`src/rtl/fetch_stage.sv`:
```
// Instruction fetch stage: sequential PC, in-order request/response tracking,
// small instruction buffer toward decode, and squash of stale fetches on redirect.
module fetch_stage #(
  parameter logic [15:0] RESET_PC  = 16'h0000,
  parameter int          BUF_DEPTH = 2
) (
  input  logic        clk,
  input  logic        rst,
  output logic        imem_req,
  output logic [15:0] imem_addr,
  input  logic        imem_ready,
  input  logic        imem_rvalid,
  input  logic [15:0] imem_rdata,
  input  logic        redirect,
  input  logic [15:0] redirect_pc,
  input  logic        id_stall,
  output logic        id_valid,
  output logic [15:0] id_instruction,
  output logic [15:0] id_pc,
  output logic [15:0] id_pc_plus2,
  output logic [1:0]  dbg_state
);

  localparam int PW = $clog2(BUF_DEPTH);
  localparam int CW = PW + 1;

  typedef enum logic [1:0] {
    IDLE  = 2'd0,
    FETCH = 2'd1,
    FLUSH = 2'd2
  } state_t;

  state_t        state, state_nxt;
  logic [15:0]   pc, tail_pc, target;
  logic [CW-1:0] count, outstanding, drop;
  logic [PW-1:0] head, tail;
  logic [15:0]   buf_instr [BUF_DEPTH];
  logic [15:0]   buf_pc    [BUF_DEPTH];
  logic          accept, deq, rsp, push;
  logic [CW:0]   occupancy;

  // Handshakes: a fetch is accepted when imem_req && imem_ready; decode consumes
  // the head when id_valid && !id_stall; responses return in request order.
  assign target    = redirect_pc & 16'hFFFE;
  assign deq       = id_valid && !id_stall;
  assign rsp       = imem_rvalid && (outstanding != '0);
  assign push      = rsp && (state == FETCH) && !redirect;
  assign occupancy = {1'b0, count} - (CW+1)'(deq) + {1'b0, outstanding};
  assign imem_req  = (state == FETCH) && !redirect && (occupancy < (CW+1)'(BUF_DEPTH));
  assign accept    = imem_req && imem_ready;
  assign imem_addr = pc;
  assign dbg_state = state;

  // Head is read from registers only, so no path from the memory response to decode.
  assign id_valid       = (count != '0);
  assign id_instruction = id_valid ? buf_instr[head] : 16'h0000;
  assign id_pc          = id_valid ? buf_pc[head] : 16'h0000;
  assign id_pc_plus2    = id_valid ? (buf_pc[head] + 16'd2) : 16'h0000;

  always_comb begin
    state_nxt = state;
    unique case (state)
      IDLE:    state_nxt = FETCH;
      FETCH:   if (redirect && ((outstanding != '0) || accept)) state_nxt = FLUSH;
      FLUSH:   if ((drop == '0) || ((drop == CW'(1)) && rsp)) state_nxt = FETCH;
      default: state_nxt = IDLE;
    endcase
  end

  always_ff @(posedge clk or posedge rst) begin
    if (rst) state <= IDLE;
    else     state <= state_nxt;
  end

  always_ff @(posedge clk or posedge rst) begin
    if (rst) begin
      pc          <= RESET_PC;
      tail_pc     <= RESET_PC;
      outstanding <= '0;
      drop        <= '0;
    end else begin
      outstanding <= outstanding + CW'(accept) - CW'(rsp);
      if (redirect) begin
        pc      <= target;
        tail_pc <= target;
      end else begin
        if (accept) pc <= pc + 16'd2;
        if (push)   tail_pc <= tail_pc + 16'd2;
      end
      // In FLUSH every response still in flight belongs to the squashed stream.
      if (state == FLUSH) begin
        if (rsp && (drop != '0)) drop <= drop - CW'(1);
      end else if (redirect) begin
        drop <= outstanding + CW'(accept) - CW'(rsp);
      end
    end
  end

  always_ff @(posedge clk or posedge rst) begin
    if (rst) begin
      head  <= '0;
      tail  <= '0;
      count <= '0;
    end else if (redirect) begin
      head  <= '0;
      tail  <= '0;
      count <= '0;
    end else begin
      if (push) tail <= tail + PW'(1);
      if (deq)  head <= head + PW'(1);
      count <= count + CW'(push) - CW'(deq);
    end
  end

  always_ff @(posedge clk) begin
    if (push) begin
      buf_instr[tail] <= imem_rdata;
      buf_pc[tail]    <= tail_pc;
    end
  end

  a_rvalid_expected: assert property (@(posedge clk) disable iff (rst)
    imem_rvalid |-> (outstanding != '0));

endmodule
```
`config.mk`:
```
export PLATFORM = sky130hd
export DESIGN_NAME = fetch_stage
export DESIGN_NICKNAME = d
export VERILOG_FILES = /design/src/rtl/fetch_stage.sv
export SDC_FILE = /design/constraint.sdc
export NUM_CORES = 1
export LEC_CHECK = 0
export ABC_AREA = 1
export BUFFER_PORTS_ARGS = -buffer_cell sky130_fd_sc_hd__buf_2
export CAP_MARGIN = 10
export CORE_ASPECT_RATIO = 1.1
export CORE_MARGIN = 2
export CORE_UTILIZATION = 40
export DETAILED_ROUTE_END_ITERATION = 8
export PLACE_DENSITY = 0.69
export SLEW_MARGIN = 20
export SYNTH_ARGS = -nofsm -noshare
export SYNTH_HDL_FRONTEND = slang
export SYNTH_SLANG_ARGS = --single-unit
```
`constraint.sdc`:
```
create_clock -name clk -period 6.7 [get_ports clk]
set_input_delay 0.67 -clock clk [delete_from_list [all_inputs] [get_ports clk]]
set_output_delay 0.67 -clock clk [all_outputs]
set_load 0.01 [all_outputs]
```
==> run metrics <==
initial DRC count=about 320; area grow syn2layout=17.2%; largest net degree at the start of global routing=just over 40; CP arrival=3.56 ns; antenna violations before repair=0; Setup Viol. Count Final=0; status=finished clean; I/O Buffers=between 100 and 150; hold bufs inserted after CTS=0; Post-synth EDFFs=between 60 and 70; minimum clock period=roughly 3.3 ns; sequential share of the synthesized area=0.535; Syn Area/Cell=between 8 and 9 sq um; layout cells sized above 1=0.186; pwr dens=approximately 360 mW/mm^2; via count=about 4.3k; Max-Cap Viols=0; placement-stage cell area=between 0.005 and 0.006 sq mm; first-pass GRT wire length=18700 microns; Clock Pin Slew Worst Setup and Hold Paths=around 0.07 ns; Synth Cell Area=between 0.005 and 0.006 sq mm; Finished Cell Area=between 0.006 and 0.007 sq mm; unrepaired setup endpoints after global routing=false; Post-Synthesis Cells=around 640; worst setup margin=roughly 3.4 ns; TritonCTS Buffers=9; setup bufs post-CTS=0; fin util=0.477; leakage=2.99 nW; CTS max path bufs=2; commonest non-fill, non-tap cell in the layout=nand2_1; highest net fanout along the worst path=36; pre-CTS setup slack=3.30 ns; #FFs+latches synth=102; CTS root buffer=clkbuf_16; Die Y=between 100 and 150 microns; final WL=between 10000 and 15000 microns; Fin. Hold Viols=0; Initial DRT Pass Iterations=4; Tot Pwr=approximately 2.3 mW; Chip Width=roughly 110 microns; global placement routability congestion=between 0.8 and 0.9; register area=0.00286 sq mm; multi-input logic area=about 0.0021 sq mm; residual DRC count=0; crit path launch type=flip-flop; setup TNS=0 ns; Slew @ Worst Pin=just under 0.6 ns; Layout Nets=792; hold slack=0.448 ns; grt ovf=0; die area=about 0.014 sq mm; Ant. Diodes=0; Slew headroom=0.611; Max Clock Skew=0.0107 ns; fillers=between 1k and 1.5k; H-tree Lvls=3; number of global-route vias before repair=about 4k; Post-CTS Resized=0; Initial Util=0.407; clock sink count=102; cell count after placement=just under 900; post-synthesis cell type count=33; clk_lat worst skew=about 0.34 ns; Non-Filler Instances=approximately 910; DP Wirelength=8070 microns; IO Count=about 110; Worst Hold Class=input port to asynchronous set/reset pin; Total GRT Usage=0.164; Critical Path End Type=flip-flop; critical path class=flip-flop to flip-flop; max frequency=~300 MHz; maximum vdd ir drop=approximately 0.12 mV; Post-DRT Antenna Nets=0; synth warn=0; Core ar.=between 0.01 and 0.015 sq mm; Synth Flop Type=edfxtp_1; FFs w/ async S/R, synth=0.392; TritonCTS clock tree=yes; via/cell ratio=4.78; Slew Limit Fails=0; data required time at the worst endpoint=just under 7 ns; most frequent cells in the layout=211 x nand2_1, 101 x buf_2, 67 x inv_1; drt wl/cell=around 13 microns; std cell rows=44; Period Utilization, post-route=0.499
[flip-flops by register name (all words and copies together) (netlist names)]
name	count
buf_instr	32
drop	2
tail	1
head	1
count	2
tail_pc	15
dbg_state	2
imem_addr	15
outstanding	2
buf_pc	30
[cells by family after synthesis]
group                      synth area share
and+or+nand+nor                       0.275
DFF                                   0.535
buffers and inverters                0.0738
AOI/OAI and AO/OA                    0.0694
xor gates and xnor gates             0.0196
adders and majority gates            0.0271
other                              0.000700
[critical path, cell delays in order (launching register included)]
cell     delay [ns]
dfrtp_1        0.41
nor2_2         0.10
buf_4          0.35
nor2_1         0.15
nor2_1         0.10
o21ai_0        0.09
fa_1           0.50
nand3_1        0.08
nor2_1         0.14
nand2_1        0.28
ha_1           0.39
inv_1          0.04
ha_1           0.17
xnor2_1        0.20
nand2_1        0.07
nand3_1        0.06
o21ai_0        0.08
[metal layers]
metal	track usage	routed length [microns]
met5	0	0
met4	0.0438	108
met3	0.0271	528
met2	0.272	5380
met1	0.224	5460
[layout make-up]
class | instances | share of cell area
Clock buffer | 9 | 0.0359
Clock inverter | 7 | 0.00878
Inverter | 74 | 0.0443
Multi-Input combinational cell | 450 | 0.336
Sequential cell | 102 | 0.456
Tap cell | 161 | 0.0321
Timing Repair Buffer | 106 | 0.0866
[synth_stat cells, types with 4 or more instances]
cell type,count,share of area
nor2_1,64,0.045
nand4_1,14,0.016
a21oi_1,31,0.029
xor2_1,4,0.0065
buf_2,7,0.0065
inv_2,7,0.0049
dfrtp_1,40,0.19
o21ai_1,7,0.0065
ha_1,10,0.023
inv_1,67,0.047
nor3_1,6,0.0056
nand2_1,211,0.15
buf_4,5,0.0070
edfxtp_1,62,0.35
clkbuf_1,5,0.0035
xnor2_1,8,0.013
o21ai_0,23,0.022
nand3_1,47,0.044
[report_power, final]
| part | internal [mW] | total (mW) | switching [mW] |
|---|---|---|---|
| sequential | 0.787 | 0.879 | 0.0918 |
| clock | 0.257 | 0.490 | 0.233 |
| combinational | 0.323 | 0.906 | 0.583 |
[final timing paths]
path,startpoint,endpoint,slack [ns],depth (start not counted)
worst max register to register,count[0]$_DFF_PP0_,drop[1]$_DFFE_PP0P_,3.35,16
worst min-delay path,rst,imem_addr[2]$_DFFE_PP0P_,0.45,3
min in group clk,dbg_state[0]$_DFFE_PP0P_,dbg_state[0]$_DFFE_PP0P_,0.51,1
worst max-delay path,count[0]$_DFF_PP0_,drop[1]$_DFFE_PP0P_,3.35,16
worst min register to register,dbg_state[0]$_DFFE_PP0P_,dbg_state[0]$_DFFE_PP0P_,0.51,1
max in group asynchronous,rst,dbg_state[1]$_DFFE_PP0P_,5.87,3
No activity file was read; power rests on OpenSTA's default activity.
